`src/rtl/demorgan_sweep_ctrl.sv`:
```
// Sweep sequencer and self-checker for the De Morgan gate datapath: walks every
// input vector in ascending order, waits SETTLE cycles, then checks NAND/NOR outputs.
module demorgan_sweep_ctrl #(
    parameter int N_IN   = 2,
    parameter int SETTLE = 1
) (
    input  logic            clk,
    input  logic            rst_n,
    input  logic            start,
    input  logic            abort,
    output logic [N_IN-1:0] vec_out,
    input  logic            dut_nand,
    input  logic            dut_nor,
    output logic            busy,
    output logic            done,
    output logic            pass,
    output logic [N_IN:0]   err_count,
    output logic [N_IN-1:0] fail_vec,
    output logic            fail_seen
);

    typedef enum logic [1:0] {IDLE, WAIT, CHECK, DONE} state_t;

    localparam logic [7:0]      SETTLE_C = 8'(SETTLE);
    localparam logic [N_IN-1:0] VEC_MAX  = '1;
    localparam logic [N_IN:0]   ERR_MAX  = (N_IN+1)'(1) << N_IN;

    state_t          state_q, state_d;
    logic [N_IN-1:0] vec_q, vec_d;
    logic [7:0]      cnt_q, cnt_d;
    logic [N_IN:0]   err_q, err_d;
    logic [N_IN-1:0] fvec_q, fvec_d;
    logic            fseen_q, fseen_d;
    logic            pass_q, pass_d;
    logic            mismatch;

    // Expected values span all N_IN bits: N-input NAND and NOR.
    assign mismatch = (dut_nand != ~(&vec_q)) | (dut_nor != ~(|vec_q));

    always_comb begin
        state_d = state_q;
        vec_d   = vec_q;
        cnt_d   = cnt_q;
        err_d   = err_q;
        fvec_d  = fvec_q;
        fseen_d = fseen_q;
        pass_d  = pass_q;

        if (abort && state_q != IDLE) begin
            // Abort keeps the partial error record for post-mortem inspection.
            state_d = IDLE;
            vec_d   = '0;
            pass_d  = 1'b0;
        end else begin
            case (state_q)
                IDLE: begin
                    if (start && !abort) begin
                        state_d = WAIT;
                        vec_d   = '0;
                        cnt_d   = SETTLE_C;
                        err_d   = '0;
                        fvec_d  = '0;
                        fseen_d = 1'b0;
                        pass_d  = 1'b0;
                    end
                end
                WAIT: begin
                    cnt_d = cnt_q - 8'd1;
                    if (cnt_q <= 8'd1) begin
                        state_d = CHECK;
                    end
                end
                CHECK: begin
                    if (mismatch) begin
                        if (err_q != ERR_MAX) begin
                            err_d = err_q + (N_IN+1)'(1);
                        end
                        if (!fseen_q) begin
                            fvec_d  = vec_q;
                            fseen_d = 1'b1;
                        end
                    end
                    if (vec_q == VEC_MAX) begin
                        state_d = DONE;
                    end else begin
                        vec_d   = vec_q + N_IN'(1);
                        cnt_d   = SETTLE_C;
                        state_d = WAIT;
                    end
                end
                DONE: begin
                    pass_d  = (err_q == '0);
                    state_d = IDLE;
                end
                default: state_d = IDLE;
            endcase
        end
    end

    always_ff @(posedge clk or negedge rst_n) begin
        if (!rst_n) begin
            state_q <= IDLE;
            vec_q   <= '0;
            cnt_q   <= '0;
            err_q   <= '0;
            fvec_q  <= '0;
            fseen_q <= 1'b0;
            pass_q  <= 1'b0;
        end else begin
            state_q <= state_d;
            vec_q   <= vec_d;
            cnt_q   <= cnt_d;
            err_q   <= err_d;
            fvec_q  <= fvec_d;
            fseen_q <= fseen_d;
            pass_q  <= pass_d;
        end
    end

    assign vec_out   = vec_q;
    assign busy      = (state_q == WAIT) || (state_q == CHECK);
    assign done      = (state_q == DONE);
    assign pass      = pass_q;
    assign err_count = err_q;
    assign fail_vec  = fvec_q;
    assign fail_seen = fseen_q;

endmodule

```
`config.mk`:
```
export PLATFORM = sky130hd
export DESIGN_NAME = demorgan_sweep_ctrl
export DESIGN_NICKNAME = d
export VERILOG_FILES = /design/src/rtl/demorgan_sweep_ctrl.sv
export SDC_FILE = /design/constraint.sdc
export NUM_CORES = 1
export LEC_CHECK = 0
export CAP_MARGIN = 25
export CORE_MARGIN = 2
export CORE_UTILIZATION = 48
export CTS_CLUSTER_DIAMETER = 150
export DETAILED_ROUTE_END_ITERATION = 10
export HOLD_SLACK_MARGIN = 0.05
export PLACE_DENSITY = 0.86
export SETUP_SLACK_MARGIN = 0.3
export SYNTH_ARGS = -nofsm -noshare
export SYNTH_HDL_FRONTEND = slang
export SYNTH_SLANG_ARGS = --single-unit
```
`constraint.sdc`:
```
create_clock -name clk -period 2.2 [get_ports clk]
set_clock_uncertainty 0.2 [all_clocks]
set_input_delay 0.33 -clock clk [delete_from_list [all_inputs] [get_ports clk]]
set_output_delay 0.33 -clock clk [all_outputs]
set_load 0.02 [all_outputs]
```
==> flow_summary.ini <==
[worst_setup_path]
end_kind = register
arrival_ps = 2080
cp_cell_sequence = or4_4, o311a_4, or2_4, o31ai_4
cpMaxStageDelayCell = or4_4
required_ps = 2220
crit_type = reg -> reg
crit_path_max_fanout = 3
cpPeakStageDelay_ps = 550
start_kind = register

[floorplanning]
start_util = 0.500
die_h_um = 54.3
die_area_mm2 = 0.00295
die_w_um = 54.3
num_io_pins = 17
fp.coreArea_mm2 = 0.00243
core.rowCount = 18

[placement]
dp_cells = 186
dp_hpwl_um = 2100
gp_congestion = 0.771
placement.io_buffers = 16
post_dp_cell_area_mm2 = 0.00154

[global_route]
grt_pass1_wl_um = 4990
grt-ovfl-total = 0
grt_pass1_vias = 1139
antenna_found_initial = 0
groute.usage.overall = 0.231
grt_max_degree = 20

[layout]
drive_gt1_frac = 0.383
n_antenna_cell = 0
fill_cells = 168
final_area_mm2 = 0.00181
seq_area_um2 = 479
multi_input_area_um2 = 860
area_growth_pct = 49.2
final_nets = 194
final_cell_count_no_fill = 205

[yosys]
netlist_instances = 129
yosysWarnings = 0
ys_types = 33
ys_ff_latch = 19
syn_area_per_cell_um2 = 9.43
syn-num-nets = 147
ys_seq_area_frac = 0.391
synth_area_mm2 = 0.00122

[sta]
tns_ps = 0
fin_crit_sh = 0.937
period_minus_slack_ps = 2060
slew_violations = 0
setup_viol = 0
finalHoldViolCount = 0
slew_headroom = 0.675
worst_pin_slew_ps = 486
rsz0062_at_grt = true
hold_slack_ps = 158
fmax_mhz = 485

[clocking]
cts_max_level = 1
clk_pin_slew_ps = 120
cts_tree = yes
clock-sinks = 19
clk_path_buf_depth = 2
clockRootBuffer = clkbuf_4
cts_buffers = 3
clk-insertion-delay-late_ps = 300

[routing]
vias = 1177
wl_um = 3390
drtPass1Iterations = 4
wl_per_cell_um = 16.5
drtIter0Drc = 26
vias_per_cell = 5.74
drc = 0
ant_nets = 0

[pwr]
pwr-share-clk = 0.081
netSwitchingFraction = 0.428
p_leak_nw = 0.869
power.density_mw_per_mm2 = 1210
power.total_mw = 2.20
power.share.combinational = 0.653
cellInternalPower_mw = 1.26
p_sw_mw = 0.940
ir_worst_vdd_uv = 844
p_seq_frac = 0.266

[run_status]
status = complete, no violations

[min_path]
hold_path_class = in -> async

[job]
cap_violations = 0
## registers in the layout, indices dropped and copies added, names as in the netlist
signal     flops
cnt_q          8
err_count      3
fail_vec       2
state_q        2
vec_out        2
fail_seen      1
pass           1
## cell families (layout without fill, tap and decap cells)
logic type / after synthesis / count (layout) / synth area share
XOR/XNOR: 3 / 3 / 0.0216
multiplexers: 5 / 5 / 0.0412
flip-flops: 19 / 19 / 0.391
buffers and inverters: 11 / 57 / 0.0340
AO/OA/AOI/OAI: 32 / 32 / 0.175
adder cells (fa/ha/maj): 12 / 12 / 0.123
AND/OR/NAND/NOR: 47 / 47 / 0.214
## worst max-delay path, delay by kind of cell (launching register included)
kind | cells | cell delay, ps
AND/OR/NAND/NOR | 2 | 810
flip-flops | 1 | 400
AO/OA/AOI/OAI | 2 | 570
## layout make-up
cell class	count	share of cell area
multi-input combinational	99	0.474
sequential	19	0.264
timing repair buffer	44	0.208
tap	30	0.0207
inverter	9	0.0186
clock buffer	4	0.0145
## cell usage after synthesis, drive strengths merged
| library cell | instances | share of area |
|---|---|---|
| nor2 | 8 | 0.025 |
| o21a | 2 | 0.012 |
| or3 | 2 | 0.010 |
| mux2i | 5 | 0.041 |
| a21oi | 5 | 0.021 |
| xor2 | 2 | 0.014 |
| o21ba | 1 | 0.0082 |
| o311a | 1 | 0.0082 |
| a221o | 1 | 0.0082 |
| nand3b | 4 | 0.025 |
| a21bo | 1 | 0.0082 |
| nand2 | 12 | 0.037 |
| ha | 12 | 0.12 |
| clkbuf | 2 | 0.0062 |
| nor3 | 2 | 0.0082 |
| nand2b | 3 | 0.015 |
| o31ai | 4 | 0.025 |
| nor2b | 2 | 0.010 |
| or2 | 3 | 0.015 |
| or4b | 1 | 0.0082 |
| o21ai | 14 | 0.058 |
| xnor2 | 1 | 0.0072 |
| dfrtp | 19 | 0.39 |
| inv | 9 | 0.028 |
| o41ai | 2 | 0.021 |
| a21boi | 1 | 0.0062 |
| or4 | 4 | 0.028 |
| nand4b | 2 | 0.014 |
| nand3 | 3 | 0.012 |
| and3 | 1 | 0.0051 |
## power groups by stage
| stage | clock, mW | sequential, mW | combinational (mW) |
|---|---|---|---|
| final | 0.178 | 0.584 | 1.43 |
| after global routing | 0.204 | 0.597 | 1.53 |
| after CTS | 0.182 | 0.576 | 1.27 |
| after detailed placement | 0 | 0.589 | 1.04 |
| after global placement | 0 | 0.576 | 1.00 |
| after floorplan | 0 | 0.624 | 0.623 |
## layout by cell type (no fill, tap or decap), drive strengths merged, types with 2 or more instances in the layout
cell type,Yosys,layout
o21ai,14,14
clkbuf,2,6
o21a,2,2
o41ai,2,2
mux2i,5,5
nand2b,3,3
ha,12,12
or2,3,3
or3,2,2
nand3,3,3
inv,9,9
buf,0,28
dfrtp,19,19
nand3b,4,4
o31ai,4,4
nand4b,2,2
dlymetal6s2s,0,2
nor2b,2,2
xor2,2,2
clkdlybuf4s50,0,10
or4,4,4
nand2,12,12
nor2,8,8
dlygate4sd2,0,2
a21oi,5,5
nor3,2,2
## per-layer routing
layer	global-route usage	vias to the layer above	wire, um
met5	0	-	0
met4	0.0708	0	36
met3	0.0273	4	89
met2	0.426	28	1840
met1	0.277	593	1420
li1	-	552	-
## per-stage QoR
step | setup slack (ps) | util
6_report | 138 | 0.746
5_1_grt | 103 | 0.746
4_1_cts | 134 | 0.700
3_5_place_dp | 58.6 | 0.631
3_3_place_gp | 86.3 | 0.631
2_1_floorplan | 194 | -
## what timing repair did
action	in CTS	in global routing
gates resized for setup	20	25
hold buffers	0	0
pin swaps	11	9
buffers inserted	10	5
endpoints found under the setup margin	20	18
## path summary, 6_finish.rpt
path | from | to | slack (ps) | cells after the start
setup / recovery | cnt_q[4] | state_q[0] | 140 | 4
hold / removal | rst_n | cnt_q[0] | 160 | 2
setup reg to reg | cnt_q[4] | state_q[0] | 140 | 4
hold reg to reg | pass | pass | 350 | 2
max in group asynchronous | rst_n | vec_out[0] | 1410 | 2
min in group clk | pass | pass | 350 | 2
No activity file was read; power rests on OpenSTA's default activity.
